[src/rtl/serial_ha_adder.sv]
// serial_ha_adder
// ---------------
// Bit-serial N-bit adder. Each RUN cycle, two half-adder cells and a carry
// flop form one full-adder slice. The slice walks the captured operands
// LSB-first over WIDTH cycles and builds the result in a right-shifting sum
// register.
//
// Parameters:
//   WIDTH  operand/result width in bits (2..16), default 8
//
// Ports:
//   clk    clock, rising edge
//   rst_n  asynchronous active-low reset
//   start  request, sampled only while idle
//   a, b   operands, captured on the accepted start edge
//   sub    (only with SERIAL_ADDER_SUB_EN) subtract select, captured with a/b
//   busy   high while an operation is running or completing
//   done   one-cycle pulse; sum/cout valid while high
//   sum    result, held until the next accepted start
//   cout   carry out of the MSB (in subtract mode, 1 = no borrow)
//
// Optional build macro:
//   SERIAL_ADDER_SUB_EN  adds the sub input and two's-complement subtraction.
module serial_ha_adder #(
  parameter int WIDTH = 8
) (
  input  logic             clk,
  input  logic             rst_n,
  input  logic             start,
  input  logic [WIDTH-1:0] a,
  input  logic [WIDTH-1:0] b,
`ifdef SERIAL_ADDER_SUB_EN
  input  logic             sub,
`endif
  output logic             busy,
  output logic             done,
  output logic [WIDTH-1:0] sum,
  output logic             cout
);

  localparam int CW = $clog2(WIDTH);
  localparam logic [CW-1:0] LAST_BIT = CW'(WIDTH - 1);

  typedef enum logic [1:0] {
    IDLE = 2'd0,
    RUN  = 2'd1,
    DONE = 2'd2
  } state_t;

  // Half-adder cell: returns {carry, sum}.
  function automatic logic [1:0] half_add(input logic x, input logic y);
    return {x & y, x ^ y};
  endfunction

  state_t           state_reg, state_next;
  logic [WIDTH-1:0] opa_reg, opa_next;
  logic [WIDTH-1:0] opb_reg, opb_next;
  logic [WIDTH-1:0] sum_reg, sum_next;
  logic [CW-1:0]    cnt_reg, cnt_next;
  logic             carry_reg, carry_next;
  logic             cout_reg, cout_next;
  logic             busy_reg, busy_next;
  logic             done_reg, done_next;

  // Values loaded on an accepted start. Subtraction is a + ~b + 1, so B is
  // inverted at capture and the carry flop is preset to 1.
  logic [WIDTH-1:0] b_load;
  logic             carry_load;

`ifdef SERIAL_ADDER_SUB_EN
  assign b_load     = sub ? ~b : b;
  assign carry_load = sub;
`else
  assign b_load     = b;
  assign carry_load = 1'b0;
`endif

  // One full-adder slice built from two half-adders.
  logic [1:0] ha1;
  logic [1:0] ha2;
  logic       slice_sum;
  logic       slice_carry;

  assign ha1         = half_add(opa_reg[0], opb_reg[0]);
  assign ha2         = half_add(ha1[0], carry_reg);
  assign slice_sum   = ha2[0];
  assign slice_carry = ha1[1] | ha2[1];

  always_ff @(posedge clk or negedge rst_n) begin
    if (!rst_n) begin
      state_reg <= IDLE;
      opa_reg   <= '0;
      opb_reg   <= '0;
      sum_reg   <= '0;
      cnt_reg   <= '0;
      carry_reg <= 1'b0;
      cout_reg  <= 1'b0;
      busy_reg  <= 1'b0;
      done_reg  <= 1'b0;
    end else begin
      state_reg <= state_next;
      opa_reg   <= opa_next;
      opb_reg   <= opb_next;
      sum_reg   <= sum_next;
      cnt_reg   <= cnt_next;
      carry_reg <= carry_next;
      cout_reg  <= cout_next;
      busy_reg  <= busy_next;
      done_reg  <= done_next;
    end
  end

  always_comb begin
    state_next = state_reg;
    opa_next   = opa_reg;
    opb_next   = opb_reg;
    sum_next   = sum_reg;
    cnt_next   = cnt_reg;
    carry_next = carry_reg;
    cout_next  = cout_reg;
    busy_next  = busy_reg;
    done_next  = done_reg;

    case (state_reg)
      IDLE: begin
        if (start) begin
          state_next = RUN;
          opa_next   = a;
          opb_next   = b_load;
          carry_next = carry_load;
          cnt_next   = '0;
          sum_next   = '0;
          cout_next  = 1'b0;
          busy_next  = 1'b1;
        end
      end

      RUN: begin
        carry_next = slice_carry;
        // Result bits arrive LSB-first; after WIDTH shifts bit 0 lands in
        // position 0.
        sum_next   = {slice_sum, sum_reg[WIDTH-1:1]};
        opa_next   = {1'b0, opa_reg[WIDTH-1:1]};
        opb_next   = {1'b0, opb_reg[WIDTH-1:1]};
        if (cnt_reg == LAST_BIT) begin
          state_next = DONE;
          cout_next  = slice_carry;
          done_next  = 1'b1;
          // Park the counter at zero rather than letting it run past the
          // last bit position.
          cnt_next   = '0;
        end else begin
          cnt_next = cnt_reg + CW'(1);
        end
      end

      DONE: begin
        state_next = IDLE;
        done_next  = 1'b0;
        busy_next  = 1'b0;
      end

      default: begin
        state_next = IDLE;
        busy_next  = 1'b0;
        done_next  = 1'b0;
      end
    endcase
  end

  assign busy = busy_reg;
  assign done = done_reg;
  assign sum  = sum_reg;
  assign cout = cout_reg;

endmodule

[config.mk]
export PLATFORM = sky130hd
export DESIGN_NAME = serial_ha_adder
export DESIGN_NICKNAME = d
export VERILOG_FILES = /design/src/rtl/serial_ha_adder.sv
export SDC_FILE = /design/constraint.sdc
export NUM_CORES = 1
export LEC_CHECK = 0
export CELL_PAD_IN_SITES_DETAIL_PLACEMENT = 2
export CELL_PAD_IN_SITES_GLOBAL_PLACEMENT = 2
export CORE_MARGIN = 2
export CORE_UTILIZATION = 32
export DETAILED_ROUTE_END_ITERATION = 16
export GPL_TIMING_DRIVEN = 0
export PLACE_DENSITY_LB_ADDON = 0.1
export SLEW_MARGIN = 20
export SYNTH_ARGS = -nofsm -noshare
export SYNTH_HDL_FRONTEND = slang
export SYNTH_SLANG_ARGS = --single-unit
[constraint.sdc]
create_clock -name clk -period 1.39 [get_ports clk]
set_input_delay 0.3475 -clock clk [delete_from_list [all_inputs] [get_ports clk]]
set_output_delay 0.3475 -clock clk [all_outputs]
set_load 0.03 [all_outputs]
==> metrics.md, run 1 <==
| Metric | Value |
|---|---|
| Status | completed |
| Cell row count | 24 |
| Yosys warning total | 0 |
| MaxCap Viol Count | 0 |
| Max VDD drop | 0.000727 V |
| Vias in the first global route | 1283 |
| Worst Hold Class | in2reg |
| Sequential share of the synthesized area | 0.564 |
| Mapped cell area | 0.00147 mm2 |
| Slowest CP cell | dfrtp_1 |
| Syn Inst Count | 126 |
| Avg Cell Area, Syn | 11.6 um2 |
| Routability Congestion | 0.735 |
| Drt pass-1 iters | 4 |
| Area contributors post-synth | dfrtp_1 56%, o22ai_1 12%, a22o_1 6.6% |
| Peak Freq | 746 MHz |
| Critical path required time | 1.04 ns |
| GRT Resource Usage Total | 0.162 |
| Worst skew pair latency | 0.28 ns |
| Crit path kind | reg2out |
| Max stage delay on crit path | 0.38 ns |
| Final nets | 186 |
| H-tree depth | 2 |
| Post-synthesis net count | 148 |
| Fin cells | 216 |
| Final setup fails | 0 |
| Most frequent cells in the layout | 33 x dfrtp_1, 28 x o22ai_1, 17 x a21oi_1, 16 x clkdlybuf4s50_1, 11 x a22o_1 |
| Post-DP HPWL | 2840 um |
| Clock tree buffer depth | 2 |
| Commonest non-fill, non-tap cell in the layout | dfrtp_1 |
| Area grow syn2layout | 31.3% |
| ANT cells | 0 |
| Vias | 1189 |
| Area leader, netlist | dfrtp_1 |
| CP Cell Sequence | clkdlybuf4s15_1 |
| Buffers & Inverters on Critical Path | 1 |
| Startpoint types | flip-flop |
| Final Hold Vio Count | 0 |
| Worst slew margin | 0.747 |
| Yosys reg bits | 33 |
| Core area | 0.00438 mm2 |
| Die Wd | 71.7 um |
| CTS clk-pin slew, worst paths | 0.07 ns |
| DRT iter0 DRCs | 24 |
| Post-synth top area share | 0.564 |
| I/O pins | 30 |
| LEAKAGE | 0.824 nW |
| Final Total Pwr | 4.40 mW |
| CTS root buffer | clkbuf_8 |
| Minimum clock period | 1.34 ns |
| Antenna Nets Post-Route | 0 |
| Die area | 0.00514 mm2 |
| Clk sinks | 33 |
| Hold Slack | 0.455 ns |
| Setup Skew | 0.00441 ns |
| Buffers on Ports | 28 |
| Worst-path fanout max | 2 |
| Final period util | 0.964 |
| PD cells | 2290 mW/mm2 |
| Slew Viols, Final | 0 |
| Slew @ Worst Pin | 0.380 ns |
| Largest net degree at the start of global routing | 22 |
| Share of layout cells above drive strength 1 | 0.201 |
| Critical Path Sink Type | output pin |
| Initial antenna violation count | 0 |
| Initial Util | 0.334 |
| Die Y | 71.7 um |
| Arrival @ worst endpoint | 0.99 ns |
| Wire per inst | 17.9 um |
| TritonCTS clock tree | built |
| Clock buffer count from CTS | 5 |
| Total detailed-routing wirelength | 3860 um |
| Synth cell types | 23 |
| CP top delay family | flip-flops |
| Avg Vias per Cell | 5.50 |
| GR Overflow Total | 0 |
| Placed insts | 207 |
| DRC violation count after routing | 0 |
| First-pass GRT wire length | 6510 um |
| RSZ-0062 raised after global routing | no |
cells by family (layout without fill, tap and decap cells):
kind of cell / after synthesis / count (layout) / share of synthesized area
multiplexers: 1 / 1 / 0.00683
adder cells (fa/ha/maj): 3 / 3 / 0.0307
AND/OR/NAND/NOR: 14 / 14 / 0.0555
AO/OA/AOI/OAI: 63 / 63 / 0.278
buffers and inverters: 12 / 50 / 0.0649
flip-flops: 33 / 33 / 0.564
cells in the mapped netlist:
| library cell | instances |
|---|---|
| a21oi_1 | 17 |
| a22o_1 | 11 |
| and3_1 | 1 |
| buf_2 | 2 |
| buf_4 | 2 |
| buf_6 | 4 |
| clkbuf_8 | 1 |
| dfrtp_1 | 33 |
| fa_1 | 1 |
| ha_1 | 2 |
| inv_1 | 1 |
| inv_2 | 2 |
| mux2i_1 | 1 |
| nand2_1 | 5 |
| nand2b_2 | 2 |
| nor2_1 | 2 |
| nor2_4 | 1 |
| nor2b_1 | 2 |
| o21ai_0 | 5 |
| o21bai_4 | 1 |
| o22ai_1 | 28 |
| o31ai_1 | 1 |
| or2b_1 | 1 |
metal layers:
metal	GRT usage	wire (um)	vias to the layer above
met1	0.236	1930	614
li1	-	-	553
met5	0	0	-
met4	0.0335	8	0
met3	0.0436	140	2
met2	0.245	1780	20
per-stage QoR:
stage | worst slack [ns] | cell area [um2] | TNS [ns] | util
after global routing | 0.0000493 | 1920 | 0 | 0.439
after floorplan | 0.162 | 1470 | 0 | -
after CTS | 0.00112 | 1930 | 0 | 0.441
final | 0.0495 | 1920 | 0 | 0.439
after detailed placement | -0.0309 | 1830 | -0.0491 | 0.418
after global placement | -0.746 | 1810 | -24.55 | 0.413
final timing paths:
check                      slack (ns)      endpoint       start  cells past startpoint
setup / recovery                 0.05          done        done                      1
hold / removal                   0.45    opb_reg[4]       start                      3
setup reg to reg                 0.09  state_reg[0]  cnt_reg[0]                      4
hold reg to reg                  0.50    cnt_reg[0]  cnt_reg[0]                      1
max in group asynchronous        0.43        sum[2]       rst_n                      3
min in group asynchronous        0.53    opa_reg[5]       rst_n                      2
what timing repair did:
item,CTS,global route
endpoints found under the setup margin,11,7
hold endpoints to repair,12,0
hold buffers,1,0
setup buffers,0,1
gates resized for setup,25,6
power by group:
| part | switching (mW) | internal (mW) | total (mW) |
|---|---|---|---|
| combinational | 1.08 | 0.858 | 1.93 |
| clock | 0.329 | 0.393 | 0.721 |
| sequential | 0.347 | 1.40 | 1.75 |
| total | 1.75 | 2.65 | 4.40 |
area by class of cell:
type	count	area (um2)
Fill cell	452	2460
Clock buffer	7	86.3
Sequential cell	33	826
Tap cell	52	65.1
Multi-Input combinational cell	81	544
Inverter	3	11.3
Timing Repair Buffer	31	307
Buffer	9	83.8
Note: power is estimated with default switching activity, not from simulation.
==> run 2: changes to the inputs <==
--- a/config.mk
+++ b/config.mk
@@ -10,8 +10,8 @@
 export CORE_MARGIN = 2
 export CORE_UTILIZATION = 32
 export DETAILED_ROUTE_END_ITERATION = 16
-export GPL_TIMING_DRIVEN = 0
 export PLACE_DENSITY_LB_ADDON = 0.1
+export SETUP_SLACK_MARGIN = 0.4
 export SLEW_MARGIN = 20
 export SYNTH_ARGS = -nofsm -noshare
 export SYNTH_HDL_FRONTEND = slang
==> run 2 against run 1 <==
  * Via count up 14%
  * Routed wire length is 42% higher
  * Clock skew rose by 0.0052 ns
  * Non-clock buffer count grew 23
  * Sequential power is 8% higher
  * Worst setup slack gained 0.064 ns
  * Largest cell class is now multi-input combinational cells
  * Largest power group unchanged
==> metrics.md, run 2 (synthesis gave the netlist of run 1 again) <==
| Metric | Value |
|---|---|
| Status | completed |
| Area grow syn2layout | 68.1% |
| TritonCTS clock tree | built |
| Minimum clock period | 1.28 ns (-0.0640 ns) |
| Core area | 0.00438 mm2 (unchanged) |
| Grt peak-use layer | met2 |
| Max VDD drop | 0.000908 V (+25%) |
| GR Overflow Total | 0 (unchanged) |
| Clock buffer count from CTS | 5 (unchanged) |
| Startpoint types | flip-flop |
| Buffers on Ports | 29 (+3.6%) |
| Final nets | 213 (+15%) |
| Antenna Nets Post-Route | 0 (unchanged) |
| GRT Resource Usage Total | 0.225 (+0.0623) |
| Clk sinks | 33 (unchanged) |
| Vias in the first global route | 1538 (+20%) |
| Hold Slack | 0.408 ns (-0.0471 ns) |
| Grt met2 use | 0.387 (+0.142) |
| ANT cells | 0 (unchanged) |
| I/O pins | 30 (unchanged) |
| Most frequent cells in the layout | 31 x dfrtp_1, 25 x o22ai_2, 23 x buf_4, 20 x buf_6, 17 x clkdlybuf4s50_1 |
| Total detailed-routing wirelength | 5460 um (+42%) |
| Worst-path fanout max | 2 (unchanged) |
| CTS root buffer | clkbuf_8 |
| GRT met1 Usage | 0.283 (+0.0471) |
| Drt pass-1 iters | 4 (unchanged) |
| Routability Congestion | 0.775 (+5.5%) |
| Slew Viols, Final | 0 (unchanged) |
| Commonest non-fill, non-tap cell in the layout | dfrtp_1 |
| LEAKAGE | 1.06 nW (+29%) |
| Slew @ Worst Pin | 0.367 ns (-0.0137 ns) |
| First-pass GRT wire length | 8540 um (+31%) |
| Worst Hold Class | in2async |
| Final Hold Vio Count | 0 (unchanged) |
| Largest net degree at the start of global routing | 34 (+55%) |
| Worst slew margin | 0.756 (+0.00915) |
| Clock tree buffer depth | 2 (unchanged) |
| DP Area | 0.00178 mm2 (-2.9%) |
| DRC violation count after routing | 0 (unchanged) |
| Wire per inst | 22.4 um (+25%) |
| RSZ-0062 raised after global routing | yes |
| Die area | 0.00514 mm2 (unchanged) |
| DRT iter0 DRCs | 54 (+130%) |
| Post-route setup slack | 0.114 ns (+0.0640 ns) |
| Initial antenna violation count | 0 (unchanged) |
| Critical path required time | 1.57 ns (+0.53 ns) |
| H-tree depth | 2 (unchanged) |
| Post-DP HPWL | 2680 um (-5.9%) |
| Die Wd | 71.7 um (unchanged) |
| Avg Vias per Cell | 5.57 (+1.1%) |
| M3 GR Usage | 0.0464 (+0.00281) |
| MaxCap Viol Count | 0 (unchanged) |
| Setup Skew | 0.00960 ns (+0.00520 ns) |
| Arrival @ worst endpoint | 1.45 ns (+0.46 ns) |
| Die Y | 71.7 um (unchanged) |
| Cell row count | 24 (unchanged) |
| Final period util | 0.918 (-0.0461) |
| Initial Util | 0.334 (unchanged) |
| Vias | 1358 (+14%) |
| Final setup fails | 0 (unchanged) |
| Critical Path Sink Type | flip-flop |
| Pre-CTS setup slack | -0.293 ns (-0.262 ns) |
| Share of layout cells above drive strength 1 | 0.536 (+0.335) |
| PD cells | 2340 mW/mm2 (+2.0%) |
| Worst skew pair latency | 0.29 ns (about the same) |
| Crit path kind | reg2reg |
| Peak Freq | 783 MHz (+5.0%) |
| FILL cells | 421 (-6.9%) |
| Final Instance Area | 0.00246 mm2 (+28%) |
| CTS clk-pin slew, worst paths | 0.08 ns (about the same) |
-- run 2: cell types whose count changed in the layout (fill, tap and decap cells not counted), moves of 3 or more --
| cell | previous run | this run |
|---|---|---|
| clkdlybuf4s15_2 | 5 | 1 |
| nand2b_4 | 0 | 4 |
| buf_2 | 3 | 0 |
| o22ai_2 | 0 | 25 |
| buf_4 | 3 | 23 |
| a21oi_2 | 0 | 3 |
| o22ai_1 | 28 | 3 |
| o21ai_1 | 0 | 3 |
| o21ai_0 | 5 | 1 |
| buf_6 | 4 | 20 |
| a21oi_1 | 17 | 14 |
| clkbuf_2 | 4 | 0 |
-- run 2: worst paths after layout --
check / startpoint / slack (ns) / cells past startpoint / endpoint
worst max-delay path: carry_reg / 0.11 / 4 / cout
worst min-delay path: rst_n / 0.41 / 2 / opb_reg[7]
worst min register to register: sum[0] / 0.53 / 1 / sum[0]
min in group clk: sum[0] / 0.53 / 1 / sum[0]
max in group asynchronous: rst_n / 0.77 / 2 / state_reg[0]
worst max register to register: carry_reg / 0.11 / 4 / cout
-- run 2: power breakdown --
part / internal [mW] / leakage, nW / switching, mW / total, mW
registers: 1.40 / 0.398 / 0.490 / 1.89
clock network: 0.348 / 0.0450 / 0.383 / 0.731
logic: 1.62 / 0.619 / 1.51 / 3.13
total: 3.37 / 1.06 / 2.38 / 5.75
-- run 2: area by class of cell --
| type | instances | area, um2 | area share |
|---|---|---|---|
| Timing Repair Buffer | 63 | 619 | 0.252 |
| Clock inverter | 2 | 10.0 | 0.00407 |
| Sequential cell | 33 | 828 | 0.336 |
| Clock buffer | 6 | 72.6 | 0.0295 |
| Tap cell | 52 | 65.1 | 0.0264 |
| Inverter | 3 | 26.3 | 0.0107 |
| Multi-Input combinational cell | 85 | 841 | 0.341 |
-- run 2: stage by stage --
step / TNS (ns) / util / cells / power, mW
3_3_place_gp: -4.83 / 0.406 / 202 / 3.57
4_1_cts: 0 / 0.522 / 237 / 5.27
6_report: 0 / 0.562 / 244 / 5.75
3_5_place_dp: -5.97 / 0.406 / 202 / 3.71
2_1_floorplan: 0 / - / 126 / 3.09
5_1_grt: 0 / 0.562 / 244 / 6.09
-- run 2: metal layers --
layer / up-vias / routed length (um)
met2: 23 / 2880
met1: 716 / 2360
met4: 0 / 55
met3: 7 / 161
li1: 612 / -
met5: - / 0
-- run 2: repair_timing --
item	CTS	global route
pin swaps	25	20
setup buffers	23	7
setup endpoints to repair	44	44
hold buffers	0	0
gates resized for setup	55	22
cloned	4	0
-- run 2: critical path, stage by stage, from the launching register on --
cell and delay (ns):
dfrtp_1 0.41, fa_2 0.39, nor2b_4 0.14, mux2i_2 0.14
o21ai_1 0.09
==> run 3: changes to the inputs <==
--- a/config.mk
+++ b/config.mk
@@ -8,7 +8,7 @@
 export CELL_PAD_IN_SITES_DETAIL_PLACEMENT = 2
 export CELL_PAD_IN_SITES_GLOBAL_PLACEMENT = 2
 export CORE_MARGIN = 2
-export CORE_UTILIZATION = 32
+export CORE_UTILIZATION = 35
 export DETAILED_ROUTE_END_ITERATION = 16
 export PLACE_DENSITY_LB_ADDON = 0.1
 export SETUP_SLACK_MARGIN = 0.4
==> constraint.sdc (replaced) <==
create_clock -name clk -period 1.6 [get_ports clk]
set_input_delay 0.4 -clock clk [delete_from_list [all_inputs] [get_ports clk]]
set_output_delay 0.4 -clock clk [all_outputs]
set_load 0.03 [all_outputs]
==> run 3 against run 2 <==
  * Combinational power fell by 27%
  * Fmax fell by 2.1%
  * Non-clock buffer count fell by 3
  * Hold slack improved by 0.063 ns
  * Cell count fell by 3.7%
  * Clock-buffer cell count fell by 1
  * First-iteration DRC count rose by 22%
  * Final area fell by 12%
  * Register-to-register slack improved by 0.18 ns
  * Sequential power fell by 17%
  * Global-route usage fell by 0.57 points
==> metrics.md, run 3 (synthesis gave the netlist of run 1 again) <==
| Metric | Value |
|---|---|
| R2R cell count | 4 (unchanged) |
| PD cells | 2070 mW/mm2 (-11%) |
| Worst setup endpoint | cout |
| Wire per inst | 20.4 um (-8.8%) |
| Most frequent cells in the layout | 31 x dfrtp_1, 26 x o22ai_1, 26 x buf_4, 17 x clkdlybuf4s50_1, 16 x a21oi_1 |
| Arrival @ worst endpoint | 1.47 ns (+0.02 ns) |
| Post-DP HPWL | 2770 um (+3.3%) |
| Die Y | 68.7 um (-4.1%) |
| Slew @ Worst Pin | 0.276 ns (-0.0905 ns) |
| Drt pass-1 iters | 4 (unchanged) |
| Die area | 0.00472 mm2 (-8.1%) |
| Antenna Nets Post-Route | 0 (unchanged) |
| Core area | 0.00403 mm2 (-8.1%) |
| Peak Freq | 767 MHz (-2.1%) |
| Die Wd | 68.7 um (-4.1%) |
| Fin Setup TNS | 0 ns (unchanged) |
| MaxCap Viol Count | 0 (unchanged) |
| Avg Vias per Cell | 5.59 (+0.39%) |
| Largest net degree at the start of global routing | 34 (unchanged) |
| CP Cell Sequence | fa_2 > nor2b_4 > mux2i_1 > o21ai_1 |
| Worst skew pair latency | 0.30 ns (about the same) |
| Minimum clock period | 1.30 ns (+0.0271 ns) |
| Total detailed-routing wirelength | 4800 um (-12%) |
| Pre-CTS setup slack | -0.0861 ns (+0.207 ns) |
| Hold Slack | 0.471 ns (+0.0629 ns) |
| Final nets | 206 (-3.3%) |
| GRT Resource Usage Total | 0.219 (-0.00568) |
| Share of layout cells above drive strength 1 | 0.351 (-0.185) |
| Clk sinks | 33 (unchanged) |
| Worst slew margin | 0.816 (+0.0599) |
| Slew Viols, Final | 0 (unchanged) |
| Crit path kind | reg2reg |
| H-tree depth | 2 (unchanged) |
| Area grow syn2layout | 48.0% |
| # hold bufs at CTS | 0 (unchanged) |
| GR Overflow Total | 0 (unchanged) |
| Cell row count | 23 (-4.2%) |
| I/O pins | 30 (unchanged) |
| Worst setup path startpoint | opa_reg[0] |
| Startpoint types | flip-flop |
| Clock tree buffer depth | 2 (unchanged) |
| Worst R2R Setup Slack | 0.30 ns (+0.18 ns) |
| Capturing point of the worst reg2reg path | cout |
| DRC violation count after routing | 0 (unchanged) |
| Max VDD drop | 0.00103 V (+13%) |
| Final setup fails | 0 (unchanged) |
| Setup Skew | 0.00370 ns (-0.00591 ns) |
| Critical path required time | 1.77 ns (+0.20 ns) |
| CTS clk-pin slew, worst paths | 0.07 ns (about the same) |
| Vias | 1313 (-3.3%) |
| Worst-path fanout max | 2 (unchanged) |
| First-pass GRT wire length | 7280 um (-15%) |
| Vias in the first global route | 1367 (-11%) |
| Core Util, Final | 0.538 (-0.0234) |
| Status | completed |
| Final period util | 0.815 (-0.104) |
| Final Hold Vio Count | 0 (unchanged) |
| RSZ-0062 raised after global routing | yes |
| Critical Path Sink Type | flip-flop |
| Commonest non-fill, non-tap cell in the layout | dfrtp_1 |
| DRT iter0 DRCs | 66 (+22%) |
| Worst Hold Class | in2async |
| Reg-to-Reg Start | opa_reg[0] |
| Post-route setup slack | 0.296 ns (+0.183 ns) |
| LEAKAGE | 0.961 nW (-9.5%) |
| Clock buffer count from CTS | 5 (unchanged) |
| Initial Util | 0.364 (+0.0295) |
| Placed insts | 203 (+0.50%) |
| ANT cells | 0 (unchanged) |
| CTS root buffer | clkbuf_8 |
| Routability Congestion | 0.694 (-11%) |
| TritonCTS clock tree | built |
| Slowest CP cell | dfrtp_1 |
| Initial antenna violation count | 0 (unchanged) |
| Max stage delay on crit path | 0.41 ns (about the same) |
| Fin cells | 235 (-3.7%) |
| Buffers on Ports | 29 (unchanged) |
[run 3: cell count changes in the layout (fill, tap and decap cells not counted), sizes merged]
cell           before  now
buf                45   40
clkbuf              6    7
clkdlybuf4s15       1    0
clkinvlp            0    1
dlygate4sd2         0    1
nand2b              4    2
nor2                4    3
o21bai              2    1
[run 3: final cells by class]
type | instances | area [um2]
Inverter | 3 | 16.3
Clock inverter | 3 | 17.5
Multi-Input combinational cell | 81 | 596
Clock buffer | 5 | 68.8
Fill cell | 408 | 1860
Sequential cell | 33 | 828
Tap cell | 50 | 62.6
Timing Repair Buffer | 60 | 579
[run 3: power by group]
part | internal, mW | switching, mW | total, mW
logic | 1.16 | 1.12 | 2.28
registers | 1.22 | 0.352 | 1.57
clock network | 0.300 | 0.336 | 0.637
total | 2.67 | 1.81 | 4.48
[run 3: repair_timing]
action,in CTS,in global routing
resized for setup,88,2
pin swaps,4,1
endpoints found under the setup margin,42,25
buffers inserted,16,7
cloned,0,1
[run 3: how the worst min path moves through the flow]
stage | start | to | slack, ns
floorplan | rst_n | busy | 0.10
global placement | cnt_reg[0] | cnt_reg[0] | 0.48
detailed placement | done | done | 0.50
CTS | rst_n | opa_reg[3] | 0.48
global route | rst_n | opa_reg[4] | 0.49
finish | rst_n | opa_reg[3] | 0.47
[run 3: critical path: cells and delay by family (launching register included)]
family / cells / cell delay (ns)
fa+ha+maj: 1 / 0.39
compound gates: 1 / 0.10
simple gates: 1 / 0.14
flops: 1 / 0.41
mux: 1 / 0.15
[run 3: metal layers]
layer  up-vias  global-route usage  routed length [um]
li1        599                   -                   -
met1       679               0.276                2030
met2        28               0.364                2520
met3         7              0.0601                 194
met4         0              0.0711                  58
met5         -                   0                   0
[run 3: per-stage QoR]
stage	power (mW)	area, um2
after floorplan	2.66	1480
final	4.48	2170
after global routing	4.75	2170
after detailed placement	3.25	1810
after global placement	3.10	1810
after CTS	4.27	2080
